<file path="config.mk">
export PLATFORM = sky130hd
export DESIGN_NAME = fft_frame_sequencer
export DESIGN_NICKNAME = d
export VERILOG_FILES = /design/src/rtl/fft_pkg.sv /design/src/rtl/fft_bfly_addr_gen.sv /design/src/rtl/fft_frame_sequencer.sv
export SDC_FILE = /design/constraint.sdc
export NUM_CORES = 1
export LEC_CHECK = 0
export ABC_CLOCK_PERIOD_IN_PS = 5800
export BUFFER_PORTS_ARGS = -buffer_cell sky130_fd_sc_hd__buf_2
export CAP_MARGIN = 20
export CORE_MARGIN = 4
export CORE_UTILIZATION = 55
export CTS_BUF_LIST = sky130_fd_sc_hd__clkbuf_4
export CTS_CLUSTER_DIAMETER = 60
export DETAILED_ROUTE_END_ITERATION = 16
export GPL_ROUTABILITY_DRIVEN = 0
export GPL_TIMING_DRIVEN = 0
export MAX_ROUTING_LAYER = met4
export PLACE_DENSITY = 0.83
export SYNTH_ARGS = -nofsm -noshare
export SYNTH_HDL_FRONTEND = slang
export SYNTH_SLANG_ARGS = --single-unit
</file>
<file path="constraint.sdc">
create_clock -name CLK -period 5.8 [get_ports CLK]
set_input_delay 1.45 -clock CLK [delete_from_list [all_inputs] [get_ports CLK]]
set_output_delay 1.45 -clock CLK [all_outputs]
set_load 0.1 [all_outputs]
</file>
<file path="src/rtl/fft_pkg.sv">
// rtl/fft_pkg.sv - shared constants, state encoding and bit-reverse helper for the 32-point FFT sequencer
package fft_pkg;

  localparam int N_POINTS = 32;
  localparam int LOG2N    = 5;
  localparam int ADDR_W   = 5;
  localparam int STAGE_W  = 3;          // wide enough to hold stage numbers 0..LOG2N-1
  localparam int BFLY_W   = LOG2N - 1;  // butterfly index and twiddle exponent width

  typedef enum logic [1:0] {
    LOAD  = 2'd0,
    RUN   = 2'd1,
    DRAIN = 2'd2
  } state_e;

  // Mirror the address bits so natural-order input lands in bit-reversed memory order
  function automatic logic [ADDR_W-1:0] bitrev(input logic [ADDR_W-1:0] v);
    logic [ADDR_W-1:0] r;
    for (int i = 0; i < ADDR_W; i++) begin
      r[i] = v[ADDR_W-1-i];
    end
    return r;
  endfunction

endpackage

</file>
<file path="src/rtl/fft_bfly_addr_gen.sv">
// rtl/fft_bfly_addr_gen.sv - maps (stage, butterfly index) to operand addresses and twiddle exponent
module fft_bfly_addr_gen
  import fft_pkg::*;
(
  input  logic [STAGE_W-1:0] stage_i,
  input  logic [BFLY_W-1:0]  bfly_i,
  output logic [ADDR_W-1:0]  addr_a_o,
  output logic [ADDR_W-1:0]  addr_b_o,
  output logic [BFLY_W-1:0]  tw_o
);

  logic [ADDR_W-1:0] j_ext;
  logic [ADDR_W-1:0] mask;
  logic [ADDR_W-1:0] a;

  // Insert a zero at bit position s of j to get the top operand; the bottom one sits 2^s above it
  always_comb begin
    j_ext    = ADDR_W'(bfly_i);
    mask     = (ADDR_W'(1) << stage_i) - ADDR_W'(1);
    a        = ((j_ext >> stage_i) << (stage_i + STAGE_W'(1))) | (j_ext & mask);
    addr_a_o = a;
    addr_b_o = a + (ADDR_W'(1) << stage_i);
    tw_o     = BFLY_W'((j_ext & mask) << (STAGE_W'(BFLY_W) - stage_i));
  end

endmodule

</file>
<file path="src/rtl/fft_frame_sequencer.sv">
// rtl/fft_frame_sequencer.sv - LOAD/RUN/DRAIN frame scheduler for the 32-point radix-2 DIT FFT datapath
module fft_frame_sequencer
  import fft_pkg::*;
(
  input  logic              CLK,
  input  logic              RST,
  input  logic              EN,
  input  logic              in_valid,
  output logic              in_ready,
  output logic              wr_en,
  output logic [ADDR_W-1:0] wr_addr,
  output logic [LOG2N-1:0]  E,
  output logic [BFLY_W-1:0] S,
  output logic [ADDR_W-1:0] bf_addr_a,
  output logic [ADDR_W-1:0] bf_addr_b,
  output logic [BFLY_W-1:0] tw_idx,
  output logic              out_valid,
  input  logic              out_ready,
  output logic [ADDR_W-1:0] rd_addr,
  output logic              out_last,
  output logic              busy,
  output logic              done
);

  localparam logic [ADDR_W-1:0]  CNT_LAST   = ADDR_W'(N_POINTS - 1);
  localparam logic [STAGE_W-1:0] STAGE_LAST = STAGE_W'(LOG2N - 1);
  localparam logic [BFLY_W-1:0]  BFLY_LAST  = '1;

  state_e             state_q, state_d;
  logic [ADDR_W-1:0]  cnt_q, cnt_d;
  logic [STAGE_W-1:0] stage_q, stage_d;
  logic [BFLY_W-1:0]  bfly_q, bfly_d;
  logic [LOG2N-1:0]   e_q;
  logic [ADDR_W-1:0]  wr_addr_q;
  logic [ADDR_W-1:0]  bf_a_q, bf_b_q;
  logic [BFLY_W-1:0]  tw_q;
  logic               out_last_q, busy_q, done_q;
  logic [ADDR_W-1:0]  gen_a, gen_b;
  logic [BFLY_W-1:0]  gen_tw;
  logic               in_hs, out_hs;

  // Addresses are generated from the next (stage, j) so the registered copies line up with E and S
  fft_bfly_addr_gen u_addr_gen (
    .stage_i  (stage_d),
    .bfly_i   (bfly_d),
    .addr_a_o (gen_a),
    .addr_b_o (gen_b),
    .tw_o     (gen_tw)
  );

  // Handshake qualifiers drop together with EN so a frozen block never accepts or offers data
  assign in_ready  = (state_q == LOAD) & EN;
  assign out_valid = (state_q == DRAIN) & EN;
  assign wr_en     = in_valid & in_ready;
  assign in_hs     = wr_en;
  assign out_hs    = out_valid & out_ready;

  assign wr_addr   = wr_addr_q;
  assign E         = EN ? e_q : '0;
  assign S         = bfly_q;
  assign bf_addr_a = bf_a_q;
  assign bf_addr_b = bf_b_q;
  assign tw_idx    = tw_q;
  assign rd_addr   = cnt_q;
  assign out_last  = out_last_q;
  assign busy      = busy_q;
  assign done      = done_q;

  // Next-state for the frame FSM, the shared sample counter and the {stage, j} butterfly counter
  always_comb begin
    state_d = state_q;
    cnt_d   = cnt_q;
    stage_d = stage_q;
    bfly_d  = bfly_q;
    case (state_q)
      LOAD: begin
        if (in_hs) begin
          if (cnt_q == CNT_LAST) begin
            state_d = RUN;
            cnt_d   = '0;
            stage_d = '0;
            bfly_d  = '0;
          end else begin
            cnt_d = cnt_q + ADDR_W'(1);
          end
        end
      end
      RUN: begin
        if (EN) begin
          if (bfly_q == BFLY_LAST) begin
            bfly_d = '0;
            if (stage_q == STAGE_LAST) begin
              state_d = DRAIN;
              stage_d = '0;
            end else begin
              stage_d = stage_q + STAGE_W'(1);
            end
          end else begin
            bfly_d = bfly_q + BFLY_W'(1);
          end
        end
      end
      DRAIN: begin
        if (out_hs) begin
          if (cnt_q == CNT_LAST) begin
            state_d = LOAD;
            cnt_d   = '0;
          end else begin
            cnt_d = cnt_q + ADDR_W'(1);
          end
        end
      end
      default: begin
        state_d = LOAD;
        cnt_d   = '0;
        stage_d = '0;
        bfly_d  = '0;
      end
    endcase
  end

  // State, counters and every registered output; with EN low the next-state equals the current one
  always_ff @(posedge CLK) begin
    if (RST) begin
      state_q    <= LOAD;
      cnt_q      <= '0;
      stage_q    <= '0;
      bfly_q     <= '0;
      e_q        <= '0;
      wr_addr_q  <= '0;
      bf_a_q     <= '0;
      bf_b_q     <= ADDR_W'(1);
      tw_q       <= '0;
      out_last_q <= 1'b0;
      busy_q     <= 1'b0;
      done_q     <= 1'b0;
    end else begin
      state_q    <= state_d;
      cnt_q      <= cnt_d;
      stage_q    <= stage_d;
      bfly_q     <= bfly_d;
      e_q        <= (state_d == RUN) ? (LOG2N'(1) << stage_d) : '0;
      wr_addr_q  <= bitrev(cnt_d);
      bf_a_q     <= gen_a;
      bf_b_q     <= gen_b;
      tw_q       <= gen_tw;
      out_last_q <= (state_d == DRAIN) && (cnt_d == CNT_LAST);
      busy_q     <= (state_d != LOAD) || (cnt_d != '0);
      done_q     <= out_hs && (cnt_q == CNT_LAST);
    end
  end

endmodule

</file>
==> impl_results.md, run 1 <==
- Starting density of the core: 57.6%
- Global Route met2 Usage: 34.5%
- Number of sinks driven by the clock tree: 36
- Number of input and output port buffers inserted: 42
- Clock transition at the registers of the reported paths: 0.12 ns
- Largest net degree at the start of global routing: 13
- Number of antenna violations at the first check in global routing: 0
- Main synth FF type: sky130_fd_sc_hd__dfxtp_1
- I/O pin count: 44
- Layout cells sized above 1: 28.7%
- Number of failing setup endpoints in the final timing report: 0
- Highest attainable clock frequency: 0.189 GHz
- Drt initial violations: 183
- Sequential Area: 721 um2
- Routed wire length: 4980 um
- Worst-Margin Slew: 0.573 ns
- Share of synthesized flip-flops with an asynchronous set or reset: 0%
- Kind of capture point of the worst setup path: register
- Number of instances in the synthesized netlist: 243
- Wire length of the first global-routing pass: 8250 um
- Largest fanout of any net on the critical path: 11
- Grt ovf: 0
- Multi-input combinational cell area: 0.00126 mm2
- Outcome: finished, final reports clean
- Via count of the first global-routing pass: 1771
- Top cell by count, worst path: sky130_fd_sc_hd__ha_1
- Top area cells in the synthesized netlist: sky130_fd_sc_hd__dfxtp_1, sky130_fd_sc_hd__ha_1, sky130_fd_sc_hd__nor2_1, sky130_fd_sc_hd__a21oi_1, sky130_fd_sc_hd__nand2_1
- Total of fill cells in the finished design: 310
- Via density: 5.67
- Lkg Pwr: 1.22 nW
- Number of cells in the design after placement: 333
- Post-CTS Setup Bufs: 0
- Die area: 0.00496 mm2
- Number of nets in the layout: 315
- Number of buffers created by CTS: 5
- Required time of the critical path: 6.09 ns
- Post-synthesis average cell area: 8.82 um2
- Critical-path top delay cell: sky130_fd_sc_hd__or4_1
- Layout Skew: 0.0140 ns
- Clock tree from TritonCTS: done
- Total Negative Setup Slacks: 0 ns
- Warning count from the yosys run: 0
- Maximum Capacitance Violations: 0
- Critical path startpoint category: primary input
- Vertical die dimension: 70.4 um
- Yosys top cell area share: 33.6%
- Post-layout min period: 5.29 ns
- Cell accounting for the most synthesized area: sky130_fd_sc_hd__dfxtp_1
- Buffer type at the clock tree root: sky130_fd_sc_hd__clkbuf_4
- Number of flip-flops and latches in the synthesized netlist: 36
- # hold bufs at CTS: 0
- Setup repair after global routing missed its margin: no
- Per-cell routed wire length: 14.6 um
- Post-synthesis cell area: 0.00214 mm2
- Post-synth top cells: sky130_fd_sc_hd__dfxtp_1, sky130_fd_sc_hd__nor2_1, sky130_fd_sc_hd__ha_1
- FP Rows: 22
- Remaining number of nets flagged by the antenna check after routing: 0
- Largest stage delay on the critical path: 0.40 ns
- Residual DRC count: 0
- Area of the core: 0.00372 mm2
- GR peak layer: met2
- Kind of path behind the tightest hold check: register to register
- Width of the chip: 70.4 um
- N_diodes: 0
- Met3 routing resource usage after global routing: 5.32%
- Critical-path cell list: buf_4 -> and4b_2 -> o22ai_4 -> a22oi_1 -> buf_6 -> ha_1 -> ha_1 -> inv_1 -> ha_1 -> or3_1 -> a21o_2 -> o21ai_0 -> ha_1 -> a21o_1 -> a21oi_1 -> xnor2_1 -> nand2b_1 -> or4_1 -> o211ai_1
- Cell Count, Final, Fillers Out: 341
- Final period utilization: 91.3%
- Max Root-Sink Buffers: 2
- Count of distinct cell types in the synthesized netlist: 58
- Synthesized netlist net count: 266
- Number of enable-type register cells in the synthesized netlist: 0
- Arrival time at the worst endpoint: 5.58 ns
- Gr usage total: 21.3%
- Endpoints failing hold: 0
- Source-to-sink clock delay at the later pin of the worst-skew pair: 0.35 ns
- Max rail drop VDD: 113 uV
- H-tree depth reported by CTS: 2
- Resize count post-CTS: 0
- Most common cell in the netlist: sky130_fd_sc_hd__dfxtp_1
- Pins Over Slew Limit: 0
- Share of synthesized area occupied by flip-flops and latches: 33.6%
- Post-detail-place hpwl: 3750 um
- Power per unit of standard cell area: 188 mW/mm2
- GR Util met1: 25.1%
- Relative slew margins: 61.8%
- Layout overhead on the synthesized area: 16.4%
- DR vias: 1932
- Kind of critical path: primary input to register
- Detailed Routing Iterations Pass 1: 4
registers in the layout (all words and copies together), names as in the netlist:
| register | cells |
|---|---|
| done | 1 |
| stage_q | 3 |
| busy | 1 |
| wr_addr | 1 |
| e_q | 5 |
| state_q | 2 |
| tw_idx | 4 |
| rd_addr | 4 |
| S | 4 |
| bf_addr_a | 5 |
| bf_addr_b | 5 |
| out_last | 1 |
per-stage QoR:
step	utilization [%]	hold WS (ns)	cell area (um2)	power (mW)	setup slack [ns]
detailed placement	64.9	0.612	2410	0.297	0.221
floorplan	-	0.583	2140	0.289	0.521
finish	67.1	0.629	2490	0.469	0.506
global placement	64.9	0.612	2410	0.296	0.254
CTS	67.1	0.629	2490	0.474	0.584
global route	67.1	0.669	2490	0.486	0.276
power breakdown:
part / switching, mW / internal, mW / leakage, nW
Sequential: 0.00120 / 0.248 / 0.290
Combinational: 0.0329 / 0.00922 / 0.884
Clock: 0.0877 / 0.0898 / 0.0412
cell families (layout without fill, tap and decap cells):
| logic type | count (synthesis) | after routing | share of synthesized area, % |
|---|---|---|---|
| adders and majority gates | 18 | 18 | 10.9 |
| DFF | 36 | 36 | 33.6 |
| xor gates and xnor gates | 6 | 6 | 2.45 |
| muxes | 3 | 3 | 1.46 |
| AOI/OAI and AO/OA | 57 | 57 | 20.6 |
| and+or+nand+nor | 97 | 97 | 23.5 |
| buffers and inverters | 26 | 76 | 7.48 |
worst paths after layout:
path	start	end	slack [ns]	cells after the start
worst max-delay path	EN	bf_addr_b[4]$_SDFF_PP0_	0.51	19
worst min register to register	state_q[1]$_SDFF_PP0_	done$_SDFF_PP0_	0.63	3
worst max register to register	rd_addr[0]$_SDFF_PP0_	bf_addr_b[4]$_SDFF_PP0_	0.60	21
worst min-delay path	state_q[1]$_SDFF_PP0_	done$_SDFF_PP0_	0.63	3
area by class of cell:
cell class | count | share of cell area [%]
Inverter | 12 | 1.81
Timing Repair Buffer | 42 | 8.43
Buffer | 14 | 4.62
Sequential cell | 36 | 28.9
Clock buffer | 5 | 1.51
Tap cell | 48 | 2.41
Multi-Input combinational cell | 181 | 50.6
Clock inverter | 3 | 1.71
worst max-delay path, delay by kind of cell:
| kind | cells | cell delay [ns] |
|---|---|---|
| xor+xnor | 1 | 0.17 |
| buf+inv | 3 | 0.42 |
| compound gates | 7 | 1.28 |
| simple gates | 4 | 1.19 |
| fa+ha+maj | 4 | 1.07 |
cells in the final DEF (no fill, tap or decap), types with 3 or more instances in the layout:
| cell type | synthesis | routed |
|---|---|---|
| sky130_fd_sc_hd__buf_2 | 0 | 42 |
| sky130_fd_sc_hd__dfxtp_1 | 36 | 36 |
| sky130_fd_sc_hd__nor2_1 | 32 | 32 |
| sky130_fd_sc_hd__ha_1 | 17 | 17 |
| sky130_fd_sc_hd__nand2_1 | 16 | 16 |
| sky130_fd_sc_hd__a21oi_1 | 14 | 14 |
| sky130_fd_sc_hd__inv_1 | 11 | 11 |
| sky130_fd_sc_hd__and2_1 | 9 | 9 |
| sky130_fd_sc_hd__o21ai_0 | 7 | 7 |
| sky130_fd_sc_hd__buf_4 | 6 | 6 |
| sky130_fd_sc_hd__nand2b_1 | 5 | 5 |
| sky130_fd_sc_hd__a31o_2 | 5 | 5 |
| sky130_fd_sc_hd__xnor2_1 | 5 | 5 |
| sky130_fd_sc_hd__nor3_1 | 5 | 5 |
| sky130_fd_sc_hd__nor2b_1 | 5 | 5 |
| sky130_fd_sc_hd__clkbuf_4 | 0 | 5 |
| sky130_fd_sc_hd__buf_6 | 4 | 4 |
| sky130_fd_sc_hd__o31ai_1 | 4 | 4 |
| sky130_fd_sc_hd__o22ai_1 | 4 | 4 |
| sky130_fd_sc_hd__clkbuf_1 | 3 | 3 |
| sky130_fd_sc_hd__a31oi_1 | 3 | 3 |
| sky130_fd_sc_hd__nor4_1 | 3 | 3 |
metal layers:
metal  share of wire, %  wire [um]  vias to the layer above
met1                 41       2050                      869
met2                 48       2380                       88
met3                8.6        430                       15
li1                   -          -                      960
met4                2.3        114                        0
met5                  0          0                        -
No activity file was read; power rests on OpenSTA's default activity.
==> run 2, diff against run 1 <==
RECOVER_POWER = 50   (was default)
==> impl_results.md, run 2 (synthesis gave the netlist of run 1 again) <==
- Worst r2r dst: bf_addr_b[4]$_SDFF_PP0_
- Drt initial violations: 185
- I/O pin count: 44
- Clock tree from TritonCTS: done
- Buffer type at the clock tree root: sky130_fd_sc_hd__clkbuf_4
- Net load switching power: 0.124 mW
- Switching share of power: 26.3%
- Lkg Pwr: 1.11 nW
- Starting density of the core: 57.6%
- Dpl cell area: 0.00241 mm2
- Final design utilization: 66.0%
- Critical path startpoint category: primary input
- Via density: 5.71
- Residual DRC count: 0
- Max Root-Sink Buffers: 2
- Pre-CTS setup slack: 0.221 ns
- Highest attainable clock frequency: 0.189 GHz
- Post-detail-place hpwl: 3750 um
- Final period utilization: 91.1%
- Most common cell after layout, fill and taps aside: sky130_fd_sc_hd__dfxtp_1
- Endpoints failing hold: 0
- Required time of the critical path: 6.09 ns
- Post-CTS Setup Bufs: 0
- Pins Over Slew Limit: 0
- Outcome: finished, final reports clean
- FP Rows: 22
- Number of failing setup endpoints in the final timing report: 0
- Per-cell routed wire length: 14.7 um
- Detailed Routing Iterations Pass 1: 4
- Largest net degree at the start of global routing: 13
- Power per unit of standard cell area: 192 mW/mm2
- Max rail drop VDD: 114 uV
- Setup slack on the worst flop-to-flop path: 0.61 ns
- Overall power after layout: 0.470 mW
- Number of buffers created by CTS: 5
- Layout overhead on the synthesized area: 14.5%
- Worst flop-to-flop path startpoint: rd_addr[0]$_SDFF_PP0_
- Largest fanout of any net on the critical path: 11
- Clock transition at the registers of the reported paths: 0.12 ns
- Grt ovf: 0
- Kind of capture point of the worst setup path: register
- Internal power summed over all cells: 0.347 mW
- Kind of critical path: primary input to register
- Cell area after layout: 0.00245 mm2
- Die area: 0.00496 mm2
- Width of the chip: 70.4 um
- Relative contribution of combinational cells to total power: 8.8%
- Arrival time at the worst endpoint: 5.58 ns
- Layout cells sized above 1: 20.5%
- Number of input and output port buffers inserted: 42
- Layout Skew: 0.0128 ns
- Number of nets in the layout: 315
- Critical path capture point: bf_addr_b[4]$_SDFF_PP0_
- Setup repair after global routing missed its margin: no
- DR vias: 1948
- # hold bufs at CTS: 0
- Worst reg2reg path depth: 21
- Wire length of the first global-routing pass: 8250 um
- Most frequent cells in the layout: sky130_fd_sc_hd__dfxtp_1, sky130_fd_sc_hd__nor2_1, sky130_fd_sc_hd__clkbuf_1
- Gr usage total: 21.3%
- Worst-Margin Slew: 1.17 ns
- Remaining number of nets flagged by the antenna check after routing: 0
- Total Negative Setup Slacks: 0 ns
- Number of antenna violations at the first check in global routing: 0
- H-tree depth reported by CTS: 2
- Maximum Capacitance Violations: 0
- Vertical die dimension: 70.4 um
- Post-layout min period: 5.29 ns
- Source-to-sink clock delay at the later pin of the worst-skew pair: 0.36 ns
- Portion of total power attributed to sequential cells: 53.1%
- Via count of the first global-routing pass: 1771
- N_diodes: 0
- Routed wire length: 5030 um
- Resize count post-CTS: 0
- Number of sinks driven by the clock tree: 36
- Relative slew margins: 22.2%
- Crit. Startpoint: EN
- Final WS setup: 0.514 ns
- Kind of path behind the tightest hold check: register to register
- Proportion of power drawn by the clock network: 38.2%
- Area of the core: 0.00372 mm2
run 2: changes by cell type in the layout (fill, tap and decap cells not counted):
cell and delta:
sky130_fd_sc_hd__buf_2 -23, sky130_fd_sc_hd__clkbuf_1 +24, sky130_fd_sc_hd__clkbuf_8 -1
run 2: metal layers:
metal  GRT usage [%]  share of wire, %
met5               -                 0
met4            8.94               2.2
met3            5.32               7.7
met2            34.5                48
met1            25.1                42
run 2: power by group through the flow:
stage                     clock network (mW)  registers, mW  logic [mW]
after floorplan                            0          0.265      0.0240
after global placement                     0          0.255      0.0411
after detailed placement                   0          0.255      0.0416
after CTS                              0.182          0.250      0.0421
after global routing                   0.192          0.250      0.0433
final                                  0.180          0.250      0.0412
run 2: through the flow:
step           instances  hold slack (ns)
4_1_cts              341            0.629
2_1_floorplan        243            0.583
6_report             341            0.631
3_5_place_dp         333            0.612
5_1_grt              341            0.669
3_3_place_gp         333            0.612
run 2: worst min path at each step:
stage	start	to	slack (ns)	depth (start not counted)
3_5_place_dp	state_q[1]$_SDFF_PP0_	done$_SDFF_PP0_	0.61	3
6_report	state_q[1]$_SDFF_PP0_	done$_SDFF_PP0_	0.63	3
2_1_floorplan	state_q[1]$_SDFF_PP0_	done$_SDFF_PP0_	0.58	3
4_1_cts	state_q[1]$_SDFF_PP0_	done$_SDFF_PP0_	0.63	3
5_1_grt	state_q[1]$_SDFF_PP0_	done$_SDFF_PP0_	0.67	3
3_3_place_gp	state_q[1]$_SDFF_PP0_	done$_SDFF_PP0_	0.61	3
run 2: cell type report:
| class | instances | area, um2 |
|---|---|---|
| flip-flops and latches | 36 | 721 |
| inverters | 12 | 45.0 |
| clock buffers | 5 | 37.5 |
| well taps | 48 | 60.1 |
| clock inverters | 3 | 42.5 |
| fillers | 320 | 1260 |
| repair buffers | 42 | 181 |
| multi-input cells | 181 | 1260 |
| plain buffers | 14 | 105 |
run 2: worst max-delay path, stage by stage:
cell and delay, ns:
sky130_fd_sc_hd__buf_4 0.13, sky130_fd_sc_hd__and4b_2 0.30, sky130_fd_sc_hd__o22ai_4 0.11, sky130_fd_sc_hd__a22oi_1 0.32
sky130_fd_sc_hd__buf_6 0.20, sky130_fd_sc_hd__ha_1 0.21, sky130_fd_sc_hd__ha_1 0.31, sky130_fd_sc_hd__inv_1 0.09
sky130_fd_sc_hd__ha_1 0.21, sky130_fd_sc_hd__or3_1 0.38, sky130_fd_sc_hd__a21o_2 0.24, sky130_fd_sc_hd__o21ai_0 0.13
sky130_fd_sc_hd__ha_1 0.33, sky130_fd_sc_hd__a21o_1 0.17, sky130_fd_sc_hd__a21oi_1 0.20, sky130_fd_sc_hd__xnor2_1 0.18
sky130_fd_sc_hd__nand2b_1 0.10, sky130_fd_sc_hd__or4_1 0.40, sky130_fd_sc_hd__o211ai_1 0.10
==> run 3, diff against run 2 <==
BUFFER_PORTS_ARGS = default   (was -buffer_cell sky130_fd_sc_hd__buf_2)
DONT_BUFFER_PORTS = 1   (was default)
PLACE_DENSITY = 0.71   (was 0.83)
==> impl_results.md, run 3 (synthesis gave the netlist of run 1 again) <==
- Max Root-Sink Buffers: 2
- Number of nets in the layout: 275
- Outcome: finished, final reports clean
- Area of the core: 0.00372 mm2
- Gr usage total: 21.4%
- Width of the chip: 70.4 um
- Kind of critical path: register to register
- Most common cell after layout, fill and taps aside: sky130_fd_sc_hd__nor2_1
- # hold bufs at CTS: 0
- Required time of the critical path: 6.06 ns
- Number of cells on the worst hold path: 3
- Cell area after layout: 0.00229 mm2
- Grt ovf: 0
- Critical path startpoint category: register
- Final period utilization: 94.0%
- Detailed Routing Iterations Pass 1: 4
- Number of antenna violations at the first check in global routing: 0
- DR vias: 1798
- Relative slew margins: 18.5%
- Lkg Pwr: 0.985 nW
- Worst-Margin Slew: 1.22 ns
- Layout overhead on the synthesized area: 6.95%
- Highest attainable clock frequency: 0.183 GHz
- Kind of capture point of the worst setup path: register
- Source-to-sink clock delay at the later pin of the worst-skew pair: 0.34 ns
- Final design utilization: 61.6%
- Wire length of the first global-routing pass: 8240 um
- Pins Over Slew Limit: 0
- Max rail drop VDD: 137 uV
- Post-layout min period: 5.45 ns
- Die area: 0.00496 mm2
- Residual DRC count: 0
- Dpl cell area: 0.00224 mm2
- Per-cell routed wire length: 16.4 um
- Layout cells sized above 1: 19.0%
- Largest net degree at the start of global routing: 13
- I/O pin count: 44
- Endpoints failing hold: 0
- Starting density of the core: 57.6%
- Routed wire length: 4940 um
- Largest fanout of any net on the critical path: 11
- Via count of the first global-routing pass: 1762
- Post-detail-place hpwl: 3750 um
- H-tree depth reported by CTS: 2
- Overall power after layout: 0.464 mW
- Clock tree from TritonCTS: done
- Number of failing setup endpoints in the final timing report: 0
- Buffer type at the clock tree root: sky130_fd_sc_hd__clkbuf_4
- Power per unit of standard cell area: 203 mW/mm2
- N_diodes: 0
- Remaining number of nets flagged by the antenna check after routing: 0
- Drt initial violations: 110
- Vertical die dimension: 70.4 um
- Kind of path behind the tightest hold check: register to register
- Via density: 5.97
- Layout Skew: 0.00854 ns
- Maximum Capacitance Violations: 0
- Most frequent cells in the layout: sky130_fd_sc_hd__nor2_1, sky130_fd_sc_hd__dfxtp_1, sky130_fd_sc_hd__ha_1
- Number of input and output port buffers inserted: 0
- Number of sinks driven by the clock tree: 36
- Worst reg2reg path depth: 21
- Arrival time at the worst endpoint: 5.71 ns
- FP Rows: 22
- Clock transition at the registers of the reported paths: 0.12 ns
- Setup repair after global routing missed its margin: no
- Number of buffers created by CTS: 5
[run 3: changes by cell type in the layout (fill, tap and decap cells not counted)]
cell,change
sky130_fd_sc_hd__nor2_1,-2
sky130_fd_sc_hd__clkbuf_1,-20
sky130_fd_sc_hd__dfxtp_1,-7
sky130_fd_sc_hd__dfxtp_2,+5
sky130_fd_sc_hd__buf_4,-2
sky130_fd_sc_hd__nor2_2,+2
sky130_fd_sc_hd__dfxtp_4,+2
sky130_fd_sc_hd__buf_1,+1
sky130_fd_sc_hd__buf_2,-19
[run 3: worst max-delay path: stages, from the launching register on]
cell and delay (ns):
sky130_fd_sc_hd__dfxtp_4 0.59, sky130_fd_sc_hd__ha_1 0.25, sky130_fd_sc_hd__and3_1 0.18, sky130_fd_sc_hd__ha_1 0.28, sky130_fd_sc_hd__and4b_2 0.33, sky130_fd_sc_hd__o22ai_4 0.12
sky130_fd_sc_hd__a22oi_1 0.32, sky130_fd_sc_hd__buf_6 0.20, sky130_fd_sc_hd__ha_1 0.22, sky130_fd_sc_hd__ha_1 0.31, sky130_fd_sc_hd__inv_1 0.10, sky130_fd_sc_hd__ha_1 0.21
sky130_fd_sc_hd__or3_1 0.39, sky130_fd_sc_hd__a21o_2 0.24, sky130_fd_sc_hd__o21ai_0 0.14, sky130_fd_sc_hd__ha_1 0.34, sky130_fd_sc_hd__a21o_1 0.18, sky130_fd_sc_hd__a21oi_1 0.17
sky130_fd_sc_hd__xnor2_1 0.16, sky130_fd_sc_hd__nand2b_1 0.10, sky130_fd_sc_hd__or4_1 0.40, sky130_fd_sc_hd__o211ai_1 0.11
[run 3: path summary, 6_finish.rpt]
kind,slack [ns],endpoint,start
max reg2reg,0.35,bf_addr_b[4]$_SDFF_PP0_,rd_addr[0]$_SDFF_PP0_
min reg2reg,0.66,done$_SDFF_PP0_,state_q[1]$_SDFF_PP0_
max,0.35,bf_addr_b[4]$_SDFF_PP0_,rd_addr[0]$_SDFF_PP0_
min,0.66,done$_SDFF_PP0_,state_q[1]$_SDFF_PP0_
[run 3: per-stage QoR]
step | hold WS, ns | setup WS (ns) | TNS, ns | instances
after floorplan | 0.583 | 0.521 | 0 | 243
after global placement | 0.615 | -0.143 | -0.143 | 291
after detailed placement | 0.643 | -0.123 | -0.123 | 293
after CTS | 0.660 | 0.0582 | 0 | 301
after global routing | 0.702 | 0.0870 | 0 | 301
final | 0.657 | 0.347 | 0 | 301
[run 3: cell type report]
class,instances,area [um2]
well taps,48,60.1
plain buffers,14,97.6
multi-input cells,181,1270
clock inverters,3,42.5
clock buffers,5,37.5
inverters,12,45.0
fillers,335,1430
flip-flops and latches,36,734
repair buffers,2,7.51
[run 3: timing repair]
action | in CTS | in global routing
endpoints found under the hold margin | 0 | 0
resized for setup | 2 | 7
setup buffers | 0 | 0
endpoints found under the setup margin | 1 | 1
[run 3: metal layers]
metal	GRT usage (%)	share of wire [%]
met1	26.5	44
met2	31.4	46
met3	7.19	7.9
met4	9.57	2.4
met5	-	0
[run 3: power breakdown]
part	leakage, nW	internal, mW	switching (mW)	total, mW
clock	0.0412	0.0898	0.0875	0.177
combinational	0.649	0.00587	0.0219	0.0277
sequential	0.294	0.248	0.0111	0.259
total	0.985	0.344	0.120	0.464
